--- config.mk ---
export PLATFORM = sky130hd
export DESIGN_NAME = mdio_master_ctrl
export DESIGN_NICKNAME = d
export VERILOG_FILES = /design/src/rtl/mdio_pkg.sv /design/src/rtl/mdio_clk_gen.sv /design/src/rtl/mdio_master_ctrl.sv
export SDC_FILE = /design/constraint.sdc
export NUM_CORES = 1
export LEC_CHECK = 0
export ABC_AREA = 1
export CORE_ASPECT_RATIO = 0.7
export CORE_MARGIN = 2
export CORE_UTILIZATION = 45
export CTS_BUF_LIST = sky130_fd_sc_hd__clkbuf_8
export DETAILED_ROUTE_END_ITERATION = 7
export PLACE_DENSITY = 0.66
export SYNTH_ARGS = -nofsm -noshare
export SYNTH_HDL_FRONTEND = slang
export SYNTH_SLANG_ARGS = --single-unit
--- constraint.sdc ---
create_clock -name clk_i -period 2.15 [get_ports clk_i]
set_input_delay 0.645 -clock clk_i [delete_from_list [all_inputs] [get_ports clk_i]]
set_output_delay 0.645 -clock clk_i [all_outputs]
set_load 0.02 [all_outputs]
--- src/rtl/mdio_pkg.sv ---
// MDIO master shared definitions.
// Frame constants, FSM states, request bundle.
package mdio_pkg;

  localparam logic [1:0] ST_C    = 2'b01;
  localparam logic [1:0] OP_WR_C = 2'b01;
  localparam logic [1:0] OP_RD_C = 2'b10;

  localparam int HDR_BITS  = 14;
  localparam int DATA_BITS = 16;

  typedef enum logic [2:0] {
    S_IDLE,
    S_PRE,
    S_HDR,
    S_TA,
    S_DATA,
    S_DONE
  } mdio_state_e;

  typedef struct packed {
    logic        write;
    logic [4:0]  phy;
    logic [4:0]  regad;
    logic [15:0] wdata;
  } mdio_req_t;

  // 32-bit frame after the preamble, MSB first.
  // Read frames carry all-ones past the header;
  // those bits are never driven.
  function automatic logic [31:0] build_frame(
    input mdio_req_t r
  );
    return {ST_C,
            r.write ? OP_WR_C : OP_RD_C,
            r.phy,
            r.regad,
            r.write ? {2'b10, r.wdata} : 18'h3ffff};
  endfunction

endpackage

--- src/rtl/mdio_clk_gen.sv ---
// MDC generator for the MDIO master.
// Ports: clk_i, rst_i, enable -> mdc, fall_stb, sample_stb.
module mdio_clk_gen
  import mdio_pkg::*;
#(
  parameter int CLK_DIV = 25
) (
  input  logic clk_i,
  input  logic rst_i,
  input  logic enable,
  output logic mdc,
  output logic fall_stb,
  output logic sample_stb
);

  localparam logic [9:0] LAST = 10'(CLK_DIV - 1);

  logic [9:0] cnt_q;
  logic       high_q;

  always_ff @(posedge clk_i) begin
    if (rst_i || !enable) begin
      cnt_q  <= '0;
      high_q <= 1'b0;
    end else if (cnt_q == LAST) begin
      cnt_q  <= '0;
      high_q <= ~high_q;
    end else begin
      cnt_q <= cnt_q + 10'd1;
    end
  end

  assign mdc        = enable & high_q;
  assign fall_stb   = enable & ~high_q & (cnt_q == '0);
  assign sample_stb = enable & high_q & (cnt_q == LAST);

endmodule

--- src/rtl/mdio_master_ctrl.sv ---
// Clause-22 MDIO master: one frame in flight.
// Ports: req_* command in, rsp_* completion out, busy_o, mdc_o/mdio_* pad side.
module mdio_master_ctrl
  import mdio_pkg::*;
#(
  parameter int CLK_DIV      = 25,
  parameter int PREAMBLE_LEN = 32
) (
  input  logic        clk_i,
  input  logic        rst_i,
  input  logic        req_valid_i,
  output logic        req_ready_o,
  input  logic        req_write_i,
  input  logic [4:0]  req_phy_i,
  input  logic [4:0]  req_reg_i,
  input  logic [15:0] req_wdata_i,
  output logic        rsp_valid_o,
  output logic [15:0] rsp_rdata_o,
  output logic        rsp_err_o,
  output logic        busy_o,
  output logic        mdc_o,
  output logic        mdio_o,
  output logic        mdio_oe_o,
  input  logic        mdio_i
);

  localparam logic [5:0] PRE_LAST =
    (PREAMBLE_LEN > 0) ? 6'(PREAMBLE_LEN - 1) : 6'd0;
  localparam logic [5:0] HDR_LAST  = 6'(HDR_BITS - 1);
  localparam logic [5:0] DATA_LAST = 6'(DATA_BITS - 1);

  mdio_state_e state_q, state_d;
  logic [5:0]  cnt_q, cnt_d;
  logic [31:0] tx_q, tx_d;
  logic [14:0] rx_q, rx_d;
  logic [15:0] rdata_q, rdata_d;
  logic        wr_q, wr_d;
  logic        err_q, err_d;
  logic        rerr_q, rerr_d;
  logic        rvld_q, rvld_d;
  logic        mdo_q, mdo_d;
  logic        oe_q, oe_d;

  logic        clk_en;
  logic        sample_stb;
  logic        fall_stb_unused;
  logic        last;
  logic        data_bit;
  logic [31:0] tx_shift;
  logic [31:0] frame;
  mdio_req_t   req;

  assign req.write = req_write_i;
  assign req.phy   = req_phy_i;
  assign req.regad = req_reg_i;
  assign req.wdata = req_wdata_i;
  assign frame     = build_frame(req);

  assign clk_en = state_q inside {S_PRE, S_HDR, S_TA, S_DATA};
  assign last   = (cnt_q == 6'd0);

  // Outputs are loaded on the edge that opens a bit
  // period, so they change on its first (falling) cycle.
  assign tx_shift = {tx_q[30:0], 1'b0};
  assign data_bit = wr_q ? tx_q[31] : 1'b1;

  mdio_clk_gen #(
    .CLK_DIV(CLK_DIV)
  ) u_clk_gen (
    .clk_i     (clk_i),
    .rst_i     (rst_i),
    .enable    (clk_en),
    .mdc       (mdc_o),
    .fall_stb  (fall_stb_unused),
    .sample_stb(sample_stb)
  );

  always_comb begin
    state_d = state_q;
    cnt_d   = cnt_q;
    tx_d    = tx_q;
    rx_d    = rx_q;
    wr_d    = wr_q;
    err_d   = err_q;
    rerr_d  = rerr_q;
    rvld_d  = 1'b0;
    rdata_d = rdata_q;
    mdo_d   = mdo_q;
    oe_d    = oe_q;
    unique case (state_q)
      S_IDLE: begin
        if (req_valid_i) begin
          wr_d  = req_write_i;
          err_d = 1'b0;
          rx_d  = '0;
          oe_d  = 1'b1;
          if (PREAMBLE_LEN > 0) begin
            state_d = S_PRE;
            cnt_d   = PRE_LAST;
            mdo_d   = 1'b1;
            tx_d    = frame;
          end else begin
            state_d = S_HDR;
            cnt_d   = HDR_LAST;
            mdo_d   = frame[31];
            tx_d    = {frame[30:0], 1'b0};
          end
        end
      end
      S_PRE: begin
        if (sample_stb) begin
          if (last) begin
            state_d = S_HDR;
            cnt_d   = HDR_LAST;
            mdo_d   = tx_q[31];
            tx_d    = tx_shift;
          end else begin
            cnt_d = cnt_q - 6'd1;
          end
        end
      end
      S_HDR: begin
        if (sample_stb) begin
          tx_d = tx_shift;
          if (last) begin
            state_d = S_TA;
            cnt_d   = 6'd1;
            oe_d    = wr_q;
            mdo_d   = data_bit;
          end else begin
            cnt_d = cnt_q - 6'd1;
            mdo_d = tx_q[31];
          end
        end
      end
      S_TA: begin
        if (sample_stb) begin
          tx_d  = tx_shift;
          mdo_d = data_bit;
          if (last) begin
            // PHY must pull the second TA bit low.
            err_d   = ~wr_q & mdio_i;
            state_d = S_DATA;
            cnt_d   = DATA_LAST;
          end else begin
            cnt_d = cnt_q - 6'd1;
          end
        end
      end
      S_DATA: begin
        if (sample_stb) begin
          rx_d = {rx_q[13:0], mdio_i};
          if (last) begin
            state_d = S_DONE;
            mdo_d   = 1'b1;
            oe_d    = 1'b0;
            rvld_d  = 1'b1;
            rerr_d  = err_q;
            if (wr_q)
              rdata_d = 16'h0000;
            else if (err_q)
              rdata_d = 16'hffff;
            else
              rdata_d = {rx_q, mdio_i};
          end else begin
            cnt_d = cnt_q - 6'd1;
            mdo_d = data_bit;
            tx_d  = tx_shift;
          end
        end
      end
      S_DONE: begin
        state_d = S_IDLE;
      end
      default: begin
        state_d = S_IDLE;
      end
    endcase
  end

  always_ff @(posedge clk_i) begin
    if (rst_i) begin
      state_q <= S_IDLE;
      cnt_q   <= '0;
      tx_q    <= '0;
      rx_q    <= '0;
      wr_q    <= 1'b0;
      err_q   <= 1'b0;
      rerr_q  <= 1'b0;
      rvld_q  <= 1'b0;
      rdata_q <= '0;
      mdo_q   <= 1'b1;
      oe_q    <= 1'b0;
    end else begin
      state_q <= state_d;
      cnt_q   <= cnt_d;
      tx_q    <= tx_d;
      rx_q    <= rx_d;
      wr_q    <= wr_d;
      err_q   <= err_d;
      rerr_q  <= rerr_d;
      rvld_q  <= rvld_d;
      rdata_q <= rdata_d;
      mdo_q   <= mdo_d;
      oe_q    <= oe_d;
    end
  end

  assign req_ready_o = (state_q == S_IDLE);
  assign busy_o      = (state_q != S_IDLE);
  assign rsp_valid_o = rvld_q;
  assign rsp_rdata_o = rdata_q;
  assign rsp_err_o   = rerr_q;
  assign mdio_o      = mdo_q;
  assign mdio_oe_o   = oe_q;

endmodule

==> qor.csv, run 1 <==
stage,metric,value,unit
cts,CTS H-tree depth,3,
timing,Slew headroom,64.69,%
min_path,worst hold start,u_clk_gen.cnt_q[0]$_SDFF_PP0_,
power_and_ir_drop,Max VDD drop,0.8372,mV
power_and_ir_drop,Sequential Power Share,29.1,%
final_layout,"commonest cells after routing, fill and taps aside","134 x nand2_1, 92 x nor2_1, 86 x dfxtp_1",
power_and_ir_drop,Sw Share,43.14,%
global_route,pin count of the biggest net entering global routing,42,
yosys,Syn Area/Cell,7.071,sq um
yosys,Post-Synthesis Cell Area,4568,sq um
final_layout,post-layout util,56.87,%
die,core area,9797,sq um
route,routed len/inst,12.95,um
timing,fmax,483.7,MHz
place,Final HPWL DP,7585,um
power_and_ir_drop,Tot Pwr,7644,uW
power_and_ir_drop,switching power total,3297,uW
yosys,top-area cell type share of the netlist area,39.00,%
final_layout,final cell count without fillers,840,
yosys,post-synth top area cell,dfxtp_1,
min_path,WHS Path Cells,1,
worst_setup_path,CP Class,reg2out,
yosys,post-synthesis cell count,646,
worst_setup_path,Critical Path End Type,output pin,
global_route,Global Route Usage Sum,20.31,%
yosys,sequential area share after synthesis,39.00,%
timing,Pins Over Slew Limit,0,
final_layout,P&R area growth vs syn,21.97,%
final_layout,proportion of layout cells with a drive suffix above 1,13.76,%
power_and_ir_drop,Internal Pwr Total,4347,uW
min_path,Hold EP,u_clk_gen.cnt_q[0]$_SDFF_PP0_,
yosys,post-synthesis net count,680,
cts,Root Buffer,clkbuf_8,
run,Max Cap Viol,0,
place,placed insts,824,
die,initial core utilization,46.63,%
yosys,#FFs+latches synth,89,
timing,Setup-failing EPs final,0,
timing,Final Critical Period,2068,ps
timing,final clock skew,8.049,ps
final_layout,antenna diode count,0,
cts,clk sinks,89,
global_route,initial antenna violation count,0,
yosys,"EDFF count, synth",0,
route,1st-pass router iterations,5,
worst_setup_path,critical path arrival,1420,ps
min_path,Worst Hold Class,reg2reg,
global_route,global-route wire length before repair,18310,um
cts,Max Buffers Root-to-Sink,2,
timing,setup TNS,0,ps
timing,Least-Margin Pin Slew,528.9,ps
die,Rows,30,
global_route,number of global-route vias before repair,3966,
worst_setup_path,reg2reg path depth,12,
place,routability-driven placement congestion ratio,0.8837,
route,via count,4263,
power_and_ir_drop,leakage power,0.002293,uW
timing,Final Hold Fails,0,
timing,RSZ-0062 raised after global routing,true,
final_layout,Final nets,741,
worst_setup_path,required time worst endpoint,1500,ps
worst_setup_path,reg2reg setup slack,150,ps
cts,postcts setup bufs,0,
route,vias per std cell,5.075,
route,DRT Wirelength,10880,um
timing,Final Cycle Share,96.17,%
cts,CTS buffer count,9,
yosys,most used flip-flop cell after synthesis,dfxtp_1,
global_route,total gr overflow,0,
worst_setup_path,Crit Path Max Fanout,5,
die,IO Count,54,
power_and_ir_drop,Clk pwr share,18.3,%
die,total die area,10990,sq um
route,post-route ant nets,0,
yosys,Synth Warn #,0,
yosys,Post-synth ARST share,0,%
final_layout,"commonest non-fill, non-tap cell in the layout",nand2_1,
worst_setup_path,FF-to-FF End,tx_q[26]$_SDFFE_PP0P_,
cts,clock latency on the worst-skew pair,370,ps
route,DRC,0,
cts,clock slew at reported path FFs,80,ps
die,DIE WIDTH,124.4,um
die,DIE HEIGHT,88.30,um
power_and_ir_drop,PwrDens,1372,nW/um^2
route,drt initial violations,260,
yosys,largest cells by area after synthesis,"dfxtp_1 39%, nand2_1 11%, nor2_1 7.8%",
yosys,Yosys cell types,40,
worst_setup_path,worst r2r src,u_clk_gen.cnt_q[0]$_SDFF_PP0_,
place,Port-buffer cells,53,
power_and_ir_drop,Gate power share,52.6,%
cts,CTS tree,yes,
worst_setup_path,nature of the critical path startpoint,register,
outcome,outcome,finished clean,
## critical path: stages, from the launching register on
cell     delay, ps
dfxtp_2        370
inv_1           80
nand3_1        140
nand2_4        130
a21oi_4         40
nor2_2         110
buf_2          180
## synthesized netlist by cell type, types with 2 or more instances
cell type	n
nand3b_1	12
nand4_1	10
xnor2_1	2
dfxtp_1	89
inv_1	41
o21ai_0	51
buf_2	7
nand2_1	134
ha_1	3
nand2_4	3
nor2_1	95
a21oi_2	20
nand2_2	3
buf_6	11
a21oi_4	2
nand3_2	3
o21ai_1	8
xor2_1	3
clkbuf_1	15
nor3_1	7
buf_1	2
nand3_1	70
nor2_4	3
a21oi_1	33
nor3b_1	2
nor2_2	3
## flip-flops by register name, indices dropped and copies added, names as in the netlist
register / flops
tx_q: 32
rsp_rdata_o: 16
cnt_q: 6
u_clk_gen.cnt_q: 10
mdio_oe_o: 1
wr_q: 1
u_clk_gen.high_q: 1
rsp_valid_o: 1
rsp_err_o: 1
state_q: 3
err_q: 1
rx_q: 15
mdio_o: 1
## stage by stage
step | worst slack (ps) | instance area [sq um] | hold slack, ps
floorplan | 266.1 | 4568 | 417.3
CTS | 20.13 | 5559 | 468.7
detailed placement | -16.06 | 5314 | 451.3
finish | 82.39 | 5572 | 465.2
global route | -28.46 | 5572 | 492.1
global placement | -30.54 | 5314 | 428.6
## power by group through the flow
| stage | Clock (uW) | Sequential, uW | Combinational [uW] |
|---|---|---|---|
| final | 1400 | 2230 | 4020 |
| after global placement | 0 | 2240 | 3890 |
| after CTS | 1440 | 2220 | 3990 |
| after global routing | 1510 | 2270 | 4510 |
| after detailed placement | 0 | 2250 | 3970 |
| after floorplan | 0 | 2210 | 3160 |
## logic make-up after synthesis
| family | Yosys count | synth area share [%] |
|---|---|---|
| AOI/OAI and AO/OA | 119 | 15.69 |
| adders and majority gates | 3 | 0.8218 |
| xor gates and xnor gates | 5 | 0.9588 |
| buffers and inverters | 80 | 8.710 |
| and+or+nand+nor | 350 | 34.81 |
| DFF | 89 | 39.00 |
## cell type report
cell class | count | area (sq um)
sequential | 89 | 1785
fill | 924 | 4225
clock buffer | 10 | 137.6
clock inverter | 6 | 106.4
timing repair buffer | 86 | 805.8
tap | 128 | 160.2
inverter | 44 | 167.7
multi-input combinational | 477 | 2409
## worst max-delay path by stage
stage / cells after the start / to / start
after floorplan: 10 / tx_q[11]$_SDFFE_PP0P_ / state_q[2]$_SDFFE_PP0P_
after global placement: 5 / mdc_o / state_q[0]$_SDFFE_PP0P_
after detailed placement: 5 / mdc_o / state_q[0]$_SDFFE_PP0P_
after CTS: 5 / busy_o / state_q[2]$_SDFFE_PP0P_
after global routing: 12 / tx_q[20]$_SDFFE_PP0P_ / u_clk_gen.cnt_q[0]$_SDFF_PP0_
final: 6 / mdc_o / state_q[2]$_SDFFE_PP0P_
## repair_timing
action | 4_1_cts | 5_1_grt
endpoints found under the setup margin | 3 | 9
pin swaps | 0 | 0
hold buffers | 0 | 0
gates resized for setup | 11 | 6
## per-layer routing
layer	GRT usage (%)	vias up	routed length, um
li1	-	2241	-
met3	5.381	10	594
met1	27.30	1918	5451
met2	31.94	94	4726
met4	7.457	0	109
met5	0	-	0
(Power assumes the default switching activity.)
==> run 2: changes to the inputs <==
--- a/config.mk
+++ b/config.mk
@@ -14,2 +14,3 @@
 export PLACE_DENSITY = 0.66
+export RECOVER_POWER = 50
 export SYNTH_ARGS = -nofsm -noshare
==> constraint.sdc (replaced) <==
create_clock -name clk_i -period 2.15 [get_ports clk_i]
set_input_delay 0.215 -clock clk_i [delete_from_list [all_inputs] [get_ports clk_i]]
set_output_delay 0.215 -clock clk_i [all_outputs]
set_load 0.02 [all_outputs]
==> run 2 against run 1 <==
  * Flip-flop and latch count stayed put
  * Maximum frequency grew 3.0%
  * Power about the same
  * Sequential share of layout area up 0.11 points
  * Register-to-register slack improved by 40 ps
  * Core utilization is 0.23 points lower
  * Global-route usage grew 0.15 points
  * Hold slack worse by 12 ps
  * Via count increased by 1.6%
  * Critical path depth unchanged
  * Critical path type unchanged
  * Highest routed layer unchanged
==> qor.csv, run 2 (synthesized netlist as in run 1, its figures left out) <==
stage,metric,value,unit,change
power_and_ir_drop,leakage power,0.002264,uW,was 0.002293 uW
worst_setup_path,nature of the critical path startpoint,register,,unchanged
timing,Slew headroom,63.08,%,was 64.69%
route,DRT Wirelength,11170,um,was 10880 um
timing,Pins Over Slew Limit,0,,unchanged
cts,Max Buffers Root-to-Sink,2,,unchanged
global_route,initial antenna violation count,0,,unchanged
die,Rows,30,,unchanged
global_route,global-route wire length before repair,18510,um,was 18310 um
min_path,Hold EP,u_clk_gen.cnt_q[0]$_SDFF_PP0_,,unchanged
final_layout,proportion of layout cells with a drive suffix above 1,12.11,%,was 13.76%
worst_setup_path,critical path's most frequent cell,nand2_4,,
power_and_ir_drop,Max VDD drop,0.7993,mV,was 0.8372 mV
final_layout,Final nets,731,,was 741
timing,fmax,498.2,MHz,was 483.7 MHz
global_route,total gr overflow,0,,unchanged
worst_setup_path,FF-to-FF End,tx_q[30]$_SDFFE_PP0P_,,was tx_q[26]$_SDFFE_PP0P_
final_layout,most flop-heavy register,tx_q,,unchanged
route,drt initial violations,363,,was 260
final_layout,final cell count without fillers,830,,was 840
final_layout,antenna diode count,0,,unchanged
place,Placed Instance Area,5226,sq um,was 5314 sq um
place,placed insts,809,,was 824
die,DIE HEIGHT,88.30,um,unchanged
cts,clock latency on the worst-skew pair,370,ps,about the same
worst_setup_path,worst-path cell chain,nor2_4 > nand2_4 > nand2_4 > a21oi_4 > nor2_2 > dlygate4sd2_1,,was inv_1 > nand3_1 > nand2_4 > a21oi_4 > nor2_2 > buf_2
min_path,WHS Path Cells,1,,unchanged
final_layout,"commonest cells after routing, fill and taps aside","134 x nand2_1, 93 x nor2_1, 87 x dfxtp_1",,"was 134 x nand2_1, 92 x nor2_1, 86 x dfxtp_1"
final_layout,fillers,925,,was 924
worst_setup_path,"delay-heaviest family, CP",simple AND/OR/NAND/NOR gates,,unchanged
run,Max Cap Viol,0,,unchanged
min_path,worst hold start,u_clk_gen.cnt_q[0]$_SDFF_PP0_,,unchanged
route,post-route ant nets,0,,unchanged
timing,Final Hold Fails,0,,unchanged
die,DIE WIDTH,124.4,um,unchanged
final_layout,"commonest non-fill, non-tap cell in the layout",nand2_1,,unchanged
cts,Root Buffer,clkbuf_8,,unchanged
timing,Least-Margin Pin Slew,553.1,ps,was 528.9 ps
min_path,Worst Hold Class,reg2reg,,unchanged
worst_setup_path,worst r2r src,u_clk_gen.cnt_q[0]$_SDFF_PP0_,,unchanged
global_route,pin count of the biggest net entering global routing,50,,was 42
timing,final clock skew,9.328,ps,was 8.049 ps
route,DRC,0,,unchanged
timing,Final Cycle Share,93.36,%,was 96.17%
die,IO Count,54,,unchanged
place,Port-buffer cells,53,,unchanged
route,vias per std cell,5.218,,was 5.075
cts,clk sinks,89,,unchanged
cts,CTS H-tree depth,3,,unchanged
cts,CTS tree,yes,,unchanged
final_layout,"Design Area, Final",5549,sq um,was 5572 sq um
final_layout,Largest register FFs,32,,unchanged
final_layout,P&R area growth vs syn,21.47,%,was 21.97%
die,total die area,10990,sq um,unchanged
die,core area,9797,sq um,unchanged
die,initial core utilization,46.63,%,unchanged
worst_setup_path,CP Class,reg2out,,unchanged
worst_setup_path,critical path arrival,1790,ps,was 1420 ps
worst_setup_path,reg2reg path depth,12,,unchanged
outcome,outcome,finished clean,,unchanged
worst_setup_path,crit path launch,state_q[0]$_SDFFE_PP0P_,,was state_q[2]$_SDFFE_PP0P_
worst_setup_path,crit-path max cell delay,390,ps,was 370 ps
worst_setup_path,Buffers & Inverters on Critical Path,1,,was 2
worst_setup_path,Critical Path End Type,output pin,,unchanged
worst_setup_path,Crit Path Max Fanout,6,,was 5
worst_setup_path,reg2reg setup slack,190,ps,was 150 ps
route,metal3 WL,504,um,was 594 um
route,met2 wire len,4836,um,was 4726 um
timing,Setup-failing EPs final,0,,unchanged
global_route,number of global-route vias before repair,3980,,was 3966
place,routability-driven placement congestion ratio,0.9091,,was 0.8837
cts,clock slew at reported path FFs,80,ps,about the same
route,routed len/inst,13.46,um,was 12.95 um
route,1st-pass router iterations,5,,unchanged
route,via count,4331,,was 4263
global_route,Global Route Usage Sum,20.46,%,was 20.31%
place,Final HPWL DP,7632,um,was 7585 um
worst_setup_path,required time worst endpoint,1930,ps,was 1500 ps
route,highest metal used,met4,,unchanged
worst_setup_path,slowest cell on the critical path,dfxtp_1,,was dfxtp_2
power_and_ir_drop,PwrDens,1377,nW/um^2,was 1372 nW/um^2
route,Metal-1 WL,5712,um,was 5451 um
cts,CTS buffer count,9,,unchanged
timing,Final Critical Period,2007,ps,was 2068 ps
cts,"Hold-fix buffers, CTS",0,,unchanged
==> run 2: changes by cell type in the layout (fill, tap and decap cells not counted), moves of 2 or more <==
cell	change
buf_12	+3
nor2_2	-2
buf_4	-15
dlygate4sd2_1	+2
==> run 2: layout make-up <==
type                            instances  area (sq um)  share of cell area [%]
Inverter                               44         167.7                   3.021
Clock buffer                           11         151.4                   2.728
Tap cell                              128         160.2                   2.886
Multi-Input combinational cell        477          2411                   43.45
Sequential cell                        89          1784                   32.15
Timing Repair Buffer                   76         797.0                   14.36
Clock inverter                          5         77.57                   1.398
==> run 2: layer usage <==
layer | up-vias | track usage, %
li1 | 2225 | -
met5 | - | 0
met1 | 2000 | 29.13
met2 | 96 | 31.64
met4 | 0 | 5.414
met3 | 10 | 4.716
==> run 2: per-stage QoR <==
step                utilization (%)  TNS, ps  setup WS [ps]  total power (uW)  hold slack [ps]
floorplan                         -        0          266.1              5372            288.2
global placement              53.35        0          172.2              6095            431.6
detailed placement            53.35        0          97.42              6179            437.2
CTS                           55.68        0          25.81              7503            460.5
global route                  56.64   -65.79         -24.45              8295            488.7
finish                        56.64        0          142.7              7639            453.2
==> run 2: how the worst max path moves through the flow <==
stage,to,slack [ps],cells past startpoint
final,mdc_o,140,6
after global routing,tx_q[31]$_SDFFE_PP0P_,-20,13
after floorplan,tx_q[11]$_SDFFE_PP0P_,270,10
after detailed placement,tx_q[30]$_SDFFE_PP0P_,100,12
after global placement,tx_q[18]$_SDFFE_PP0P_,170,12
after CTS,busy_o,30,5
==> run 2: repair_timing <==
item	in CTS	in global routing
gates resized for setup	3	7
cloned	0	1
pin swaps	0	1
buffers inserted	0	4
endpoints found under the setup margin	3	44
==> run 2: power by group <==
group	internal, uW	switching, uW
logic	1610	2490
clock network	717	595
registers	1990	244
total	4310	3330
